==> src/rtl/count_event_queue.sv <==
// Event classifier for an up/down counter's output: each sample is compared
// with the previous one and at most one event is queued in a show-ahead FIFO.
module count_event_queue #(
    parameter int WIDTH = 4,
    parameter int DEPTH = 4
) (
    input  logic                     clk,
    input  logic                     rst,
    input  logic [WIDTH-1:0]         count_in,
    input  logic                     count_valid,
    input  logic [WIDTH-1:0]         cfg_threshold,
    output logic                     evt_valid,
    input  logic                     evt_ready,
    output logic [1:0]               evt_code,
    output logic [WIDTH-1:0]         evt_value,
    output logic [$clog2(DEPTH):0]   evt_level,
    output logic                     overflow,
    input  logic                     ovf_clr
);

    localparam int AW = $clog2(DEPTH);
    localparam int LW = AW + 1;
    localparam logic [WIDTH-1:0] CNT_MAX = {WIDTH{1'b1}};
    localparam logic [WIDTH:0]   ONE_EXT = (WIDTH+1)'(1);

    typedef enum logic [1:0] {
        WRAP_UP = 2'd0,
        WRAP_DN = 2'd1,
        JUMP    = 2'd2,
        MATCH   = 2'd3
    } evt_code_t;

    typedef struct packed {
        evt_code_t        code;
        logic [WIDTH-1:0] value;
    } entry_t;

    entry_t            mem [DEPTH];
    logic [WIDTH-1:0]  prev_q;
    logic              primed_q;
    logic [AW-1:0]     wr_ptr_q;
    logic [AW-1:0]     rd_ptr_q;
    logic [LW-1:0]     level_q;
    logic              overflow_q;

    logic              has_evt;
    evt_code_t         code_n;
    logic              is_step;
    logic [WIDTH:0]    c_ext;
    logic [WIDTH:0]    p_ext;
    logic              sample;
    logic              push_req;
    logic              push;
    logic              pop;
    logic              full;
    logic              drop;

    // Steps are compared one bit wider so MAX+1 and 0-1 never alias a wrap.
    assign c_ext   = {1'b0, count_in};
    assign p_ext   = {1'b0, prev_q};
    assign is_step = (c_ext == p_ext) || (c_ext == p_ext + ONE_EXT) ||
                     (c_ext + ONE_EXT == p_ext);

    // NOTE: every variable written here gets a default first so no latch is inferred.
    always_comb begin
        has_evt = 1'b0;
        code_n  = WRAP_UP;
        if (prev_q == CNT_MAX && count_in == '0) begin
            has_evt = 1'b1;
            code_n  = WRAP_UP;
        end else if (prev_q == '0 && count_in == CNT_MAX) begin
            has_evt = 1'b1;
            code_n  = WRAP_DN;
        end else if (is_step) begin
            if (count_in == cfg_threshold && prev_q != cfg_threshold) begin
                has_evt = 1'b1;
                code_n  = MATCH;
            end
        end else begin
            has_evt = 1'b1;
            code_n  = JUMP;
        end
    end

    assign sample   = count_valid && !rst;
    assign push_req = sample && primed_q && has_evt;
    assign full     = (level_q == LW'(DEPTH));
    assign pop      = (level_q != '0) && evt_ready && !rst;
    // A full FIFO still accepts a push when the head leaves on the same edge.
    assign push     = push_req && (!full || pop);
    assign drop     = push_req && full && !pop;

    // NOTE: sequential state uses non-blocking assignments only.
    always_ff @(posedge clk) begin
        if (rst) begin
            prev_q     <= '0;
            primed_q   <= 1'b0;
            wr_ptr_q   <= '0;
            rd_ptr_q   <= '0;
            level_q    <= '0;
            overflow_q <= 1'b0;
        end else begin
            if (sample) begin
                prev_q   <= count_in;
                primed_q <= 1'b1;
            end
            if (push) wr_ptr_q <= wr_ptr_q + AW'(1);
            if (pop)  rd_ptr_q <= rd_ptr_q + AW'(1);
            level_q <= level_q + LW'(push) - LW'(pop);
            if (drop)         overflow_q <= 1'b1;
            else if (ovf_clr) overflow_q <= 1'b0;
        end
    end

    // NOTE: storage is not reset; the outputs are masked while the FIFO is empty.
    always_ff @(posedge clk) begin
        if (push) mem[wr_ptr_q] <= '{code: code_n, value: count_in};
    end

    assign evt_valid = (level_q != '0);
    assign evt_code  = evt_valid ? mem[rd_ptr_q].code  : WRAP_UP;
    assign evt_value = evt_valid ? mem[rd_ptr_q].value : '0;
    assign evt_level = level_q;
    assign overflow  = overflow_q;

endmodule

==> config.mk <==
export PLATFORM = sky130hd
export DESIGN_NAME = count_event_queue
export DESIGN_NICKNAME = d
export VERILOG_FILES = /design/src/rtl/count_event_queue.sv
export SDC_FILE = /design/constraint.sdc
export NUM_CORES = 1
export LEC_CHECK = 0
export ABC_AREA = 1
export CAP_MARGIN = 20
export CORE_MARGIN = 2
export CORE_UTILIZATION = 40
export CTS_CLUSTER_SIZE = 40
export DETAILED_ROUTE_END_ITERATION = 16
export HOLD_SLACK_MARGIN = 0.15
export PLACE_DENSITY_LB_ADDON = 0.12
export SYNTH_ARGS = -nofsm -noshare
export SYNTH_HDL_FRONTEND = slang
export SYNTH_SLANG_ARGS = --single-unit
==> constraint.sdc <==
create_clock -name clk -period 2.4 [get_ports clk]
set_input_delay 0.24 -clock clk [delete_from_list [all_inputs] [get_ports clk]]
set_output_delay 0.24 -clock clk [all_outputs]
set_load 0.1 [all_outputs]
== Yosys cells after proc, flatten, opt, wreduce, memory -nomap -nowiden ==
Memory sizes are Yosys's and may differ from the RTL's. A register that Yosys moved wholly into a read port is not among the register bits.
Cells that the tools add are included.

* Bits in registers: 13
* Bits in latches: 0
* Memory bits (writable): 24
* Memory bits (read-only): 0
* Output and inout bits: 11
* Logic and storage cells: 58
* Memories kept: 1

{| class="wikitable"
|+ Memory list
! name !! depth !! bits a word !! read ports !! clocked after memory_dff !! wr ports !! RTL line !! text
|-
| mem || 4 || 6 || 1 || 1 || 1 || 38 || <nowiki>entry_t mem [DEPTH];</nowiki>
|}

* Add/sub/neg operators: 6
* $mul: 0
* Div/mod/pow operators: 0
* Order comparisons: 0
* Eq/ne operators: 8
* Shifts and indexed selects: 0
* Multiplexer cells: 16
* Bitwise gates (word level): 0
* Reduce and logical (&&, ||, !) cells: 21

{| class="wikitable"
|+ Operators by type and width
! cell !! count
|-
| 2-to-1 mux 2 bit || 7
|-
| logical AND 1 bit || 11
|-
| adder 4 x 1 -> 5 bit (second input constant) || 2
|-
| == test 4 bit || 2
|-
| == test 4 bit (second input constant) || 2
|-
| zero test 4 bit || 2
|-
| 2-to-1 mux 1 bit || 8
|-
| == test 4 x 5 -> 1 bit || 1
|-
| == test 5 x 4 -> 1 bit || 1
|-
| adder 2 x 1 -> 2 bit (second input constant) || 2
|-
| 2-to-1 mux 4 bit || 1
|-
| inequality test 4 bit || 1
|-
| adder 3 x 1 -> 3 bit || 1
|-
| == test 3 bit (second input constant) || 1
|-
| zero test 1 bit || 3
|-
| logical OR 1 bit || 3
|-
| nonzero test 3 bit || 1
|-
| subtractor 3 x 1 -> 3 bit || 1
|-
| nonzero test 2 bit || 1
|}

== Depth between registers and ports, before layout ==
* Depth in word-level cells: 11
* Gate-level depth with buffers: 18
* Gate-level depth less buffers: 18

== Least setup slack after synthesis ==
No wires, ideal clock.

* Path type: register to register
* Start: reg level_q[1], in the netlist evt_level[1]
* End: reg level_q[2], in the netlist evt_level[2]
* Library setup time: 169 ps
* Data arrival time: 3301 ps
* Required time: 2231 ps
* Setup slack: -1070 ps
* Cell stages (with the launch flop): 14
* Clock period less this slack: 3470 ps
* Cells stage by stage: dfxtp_1 -> nor3_2 -> inv_2 -> nand3_2 -> nand3_2 -> nand3_4 -> ha_1 -> inv_1 -> ha_1 -> inv_1 -> fa_1 -> xor2_1 -> o21ai_0 -> a21oi_1

* Longest elaborated chain between the ends: 7

{| class="wikitable"
|+ Ends and longest elaborated chain
! item !! RTL line !! text
|-
| from (decl) || 43 || <nowiki>logic [LW-1:0] level_q;</nowiki>
|-
| from (signal assigned) || 109 || <nowiki>level_q <= level_q + LW'(push) - LW'(pop);</nowiki>
|-
| nonzero test 3 bit (*) || - ||
|-
| net evt_valid || 12 || <nowiki>output logic evt_valid,</nowiki>
|-
| logical AND 1 bit (*) (2 in a row) || 88 || <nowiki>assign pop = (level_q != '0) && evt_ready && !rst;</nowiki>
|-
| logical OR 1 bit || 90 || <nowiki>assign push = push_req && (!full || pop);</nowiki>
|-
| logical AND 1 bit || 90 ||
|-
| adder 3 x 1 -> 3 bit || 109 ||
|-
| subtractor 3 x 1 -> 3 bit (*) || 109 ||
|}

The timed path passes the listed nets; every way through them passes the cells marked *.
A chain may end at the register's enable or synchronous reset.

== Worst setup path after layout ==
* Start: reg prev_q[1]
* End: reg level_q[2], in the netlist evt_level[2]

* Longest elaborated chain between the ends: 11

{| class="wikitable"
|+ Ends and longest elaborated chain
! item !! RTL line !! text
|-
| from (decl) || 39 || <nowiki>logic [WIDTH-1:0] prev_q;</nowiki>
|-
| from (signal assigned) || 104 || <nowiki>prev_q <= count_in;</nowiki>
|-
| adder 4 x 1 -> 5 bit || 61 || <nowiki>assign is_step = (c_ext == p_ext) || (c_ext == p_ext + ONE_EXT) ||</nowiki>
|-
| == test 4 x 5 -> 1 bit || 61 ||
|-
| logical OR 1 bit (2 in a row) || 61 ||
|-
| 2-to-1 mux 1 bit || 74 || <nowiki>end else if (is_step) begin</nowiki>
|-
| 2-to-1 mux 1 bit || 71 || <nowiki>end else if (prev_q == '0 && count_in == CNT_MAX) begin</nowiki>
|-
| 2-to-1 mux 1 bit (*) || 68 || <nowiki>if (prev_q == CNT_MAX && count_in == '0) begin</nowiki>
|-
| logical AND 1 bit (*) || 86 || <nowiki>assign push_req = sample && primed_q && has_evt;</nowiki>
|-
| logical AND 1 bit (*) || 90 ||
|-
| adder 3 x 1 -> 3 bit (*) || 109 ||
|-
| subtractor 3 x 1 -> 3 bit (*) || 109 ||
|}

Mark *: on every way between the ends. The rest lies on a longest branch, timed or not.

==> run metrics <==
clock root cell clkbuf_8; Sink Count 39; Synth Flop Type edfxtp_1; vias per cell around 4.5; Layout Area Growth over Synthesis 40.1%; Initial Utilization between 40% and 50%; CP Data Required Time about 2.6 ns; Placed Cells 350; CP Capture Type flop; Fin Hold WS roughly 0.31 ns; count leader, synth nor2_1; FMAX approximately 400 MHz; max-slew violations 0; crit path DAT about 2.6 ns; area leader, netlist edfxtp_1; CTS Buffer Depth 2; crit start category flop; number of synthesized flops with an enable pin 24; area of the core roughly 5000 um2; CTS tree done; Mapped Nets roughly 250; synth unique cells 27; initial antenna violation count 0; die footprint 5690 um2; synth top area cells edfxtp_1 35%, dfxtp_1 15%, nor2_1 6.8%, ha_1 6.1%, inv_1 5.7%; # port buffers 23; R2R setup slack -0.05 ns; maximum VDD drop 0.855 mV; synthesized area between 2000 and 2500 um2; Hold Buf Count CTS 0; Synth top area share a little over a third; final core occ 57.1%; gpl congestion around 0.77; worst relative slew slack roughly 70%; Final period util 102%; top cells by count, synth 37 x nor2_1, 31 x inv_1, 26 x nand2_1; clock buffer count from CTS 5; peak fanout along the critical path 3; worst hold path class in -> reg; Layout Nets 316; status complete, but fails checks; Fin. Hold Viols 0; CP Class reg -> reg; P per Cell Area 932 nW/um2; io pins 24; die height approximately 75 um; grt total ovfl 0; Worst-Margin Slew ~0.45 ns; Fillers between 400 and 500; maximum number of pins on one net before global-route repair 14; first-pass GRT wire length 7110 um; drc violations 0; clock slew at reported path FFs around 0.080 ns; P_leak 1.22 nW; Gate Count Post-Synth 228; Max-cap violations 0; Initial DRC Count 67; GRT Total Usage 16.8%; final worst path period need approximately 2.4 ns; Post-DRT Antenna Nets 0; count of state elements after synthesis 39; sequential share of the synthesized area about half; unrepaired setup endpoints after global routing yes; Via Count 1639; syn_area_per_cell ~9.0 um2; Die W between 70 and 80 um; Clk Latency, worst-skew pair between 0.2 and 0.3 ns; Routed WL roughly 4200 um; H-tree depth 2; Final HPWL DP 3210 um; fin cells 363; Pre-antenna DRT Iters 4; Fin Clk Skew approximately 0.0083 ns; Final setup viols 1; share of cells above drive strength 1 ~37%; failing checks setup timing; Final Worst Setup Slack -0.0498 ns; vias in the first global route between 1500 and 2000; n_diodes 0; FFs w/ async S/R, synth 0%; Ys Warns 0; Rows 26; wire length per cell approximately 12 um
==> worst max-delay path, stage by stage, from the launching register on <==
cell     delay, ns
dfxtp_2       0.34
buf_4         0.13
ha_2          0.17
buf_4         0.14
nand3_2       0.06
nand2_2       0.05
nand3_2       0.09
nand3_4       0.08
nand2_4       0.08
nand3_4       0.07
ha_4          0.22
inv_2         0.06
ha_4          0.12
inv_2         0.03
fa_2          0.36
xor2_2        0.15
o21ai_1       0.13
a21oi_1       0.04
==> area by class of cell <==
type / instances / area, um2 / share of cell area [%]
multi-input combinational: 150 / 993 / 34.7
clock inverter: 3 / 43.8 / 1.53
timing repair buffer: 60 / 487 / 17.0
clock buffer: 5 / 68.8 / 2.40
inverter: 36 / 143 / 4.98
sequential: 39 / 1040 / 36.3
tap: 70 / 87.6 / 3.06
==> sequential cells by signal, indices dropped and copies added, names as in the netlist, named ones only <==
register and cells:
prev_q 4, mem 24, evt_level 3, rd_ptr_q 2, overflow 1, primed_q 1
wr_ptr_q 2
==> metrics by stage <==
step / setup TNS (ns) / power (mW) / cell area, um2 / setup slack, ns
after floorplan: -0.673 / 1.79 / 2110 / -0.174
after global placement: -0.875 / 2.10 / 2620 / -0.484
after detailed placement: -0.970 / 2.11 / 2620 / -0.533
after CTS: -0.0889 / 2.67 / 2790 / -0.0889
after global routing: -0.175 / 2.81 / 2860 / -0.155
final: -0.0498 / 2.67 / 2860 / -0.0498
==> cells in the final DEF, fill, tap and decap left out, drive strengths merged, types with 3 or more instances in the layout <==
cell type	synthesis	layout
buf	1	48
dfxtp	15	15
nand2	31	31
edfxtp	24	24
ha	10	10
clkdlybuf4s50	0	8
nand4	3	3
a21oi	17	17
o21ai	19	19
dlygate4sd2	0	3
clkbuf	2	5
nor2	37	37
inv	36	36
nand3	20	20
xnor2	4	4
==> power breakdown <==
part / total (mW) / leakage [nW] / switching, mW / internal [mW]
clock network: 0.546 / 0.0581 / 0.236 / 0.310
logic: 1.29 / 0.815 / 0.935 / 0.356
registers: 0.830 / 0.343 / 0.0664 / 0.764
total: 2.67 / 1.22 / 1.24 / 1.43
==> final timing paths <==
path / from / endpoint / cells after the start
max reg2reg: prev_q[1]$_SDFFE_PP0P_ / evt_level[2]$_SDFF_PP0_ / 17
max: prev_q[1]$_SDFFE_PP0P_ / evt_level[2]$_SDFF_PP0_ / 17
min reg2reg: overflow$_SDFFE_PP0P_ / overflow$_SDFFE_PP0P_ / 2
min: count_in[2] / mem[2][2]$_DFFE_PP_ / 2
==> logic make-up (layout without fill, tap and decap cells) <==
kind of cell    count (synthesis)  after routing  share of synthesized area [%]
simple gates                   96             96                           24.0
flops                          39             39                           50.0
buf+inv                        39            104                           7.23
compound gates                 38             38                           9.56
fa+ha+maj                      11             11                           7.11
xor+xnor                        5              5                           2.14
==> layer usage <==
layer / vias to the layer above / share of wire (%) / track usage (%)
li1: 878 / - / -
met1: 737 / 48 / 21.9
met2: 20 / 49 / 27.8
met3: 4 / 2.0 / 3.57
met4: 0 / 1.1 / 5.85
met5: - / 0 / 0
==> repair_timing <==
item                                   4_1_cts  5_1_grt
pin swaps                                   12       10
setup endpoints to repair                    2        2
endpoints found under the hold margin        0        0
resized for setup                           13       15
setup buffers                                3        2
Note: power is estimated with default switching activity, not from simulation.
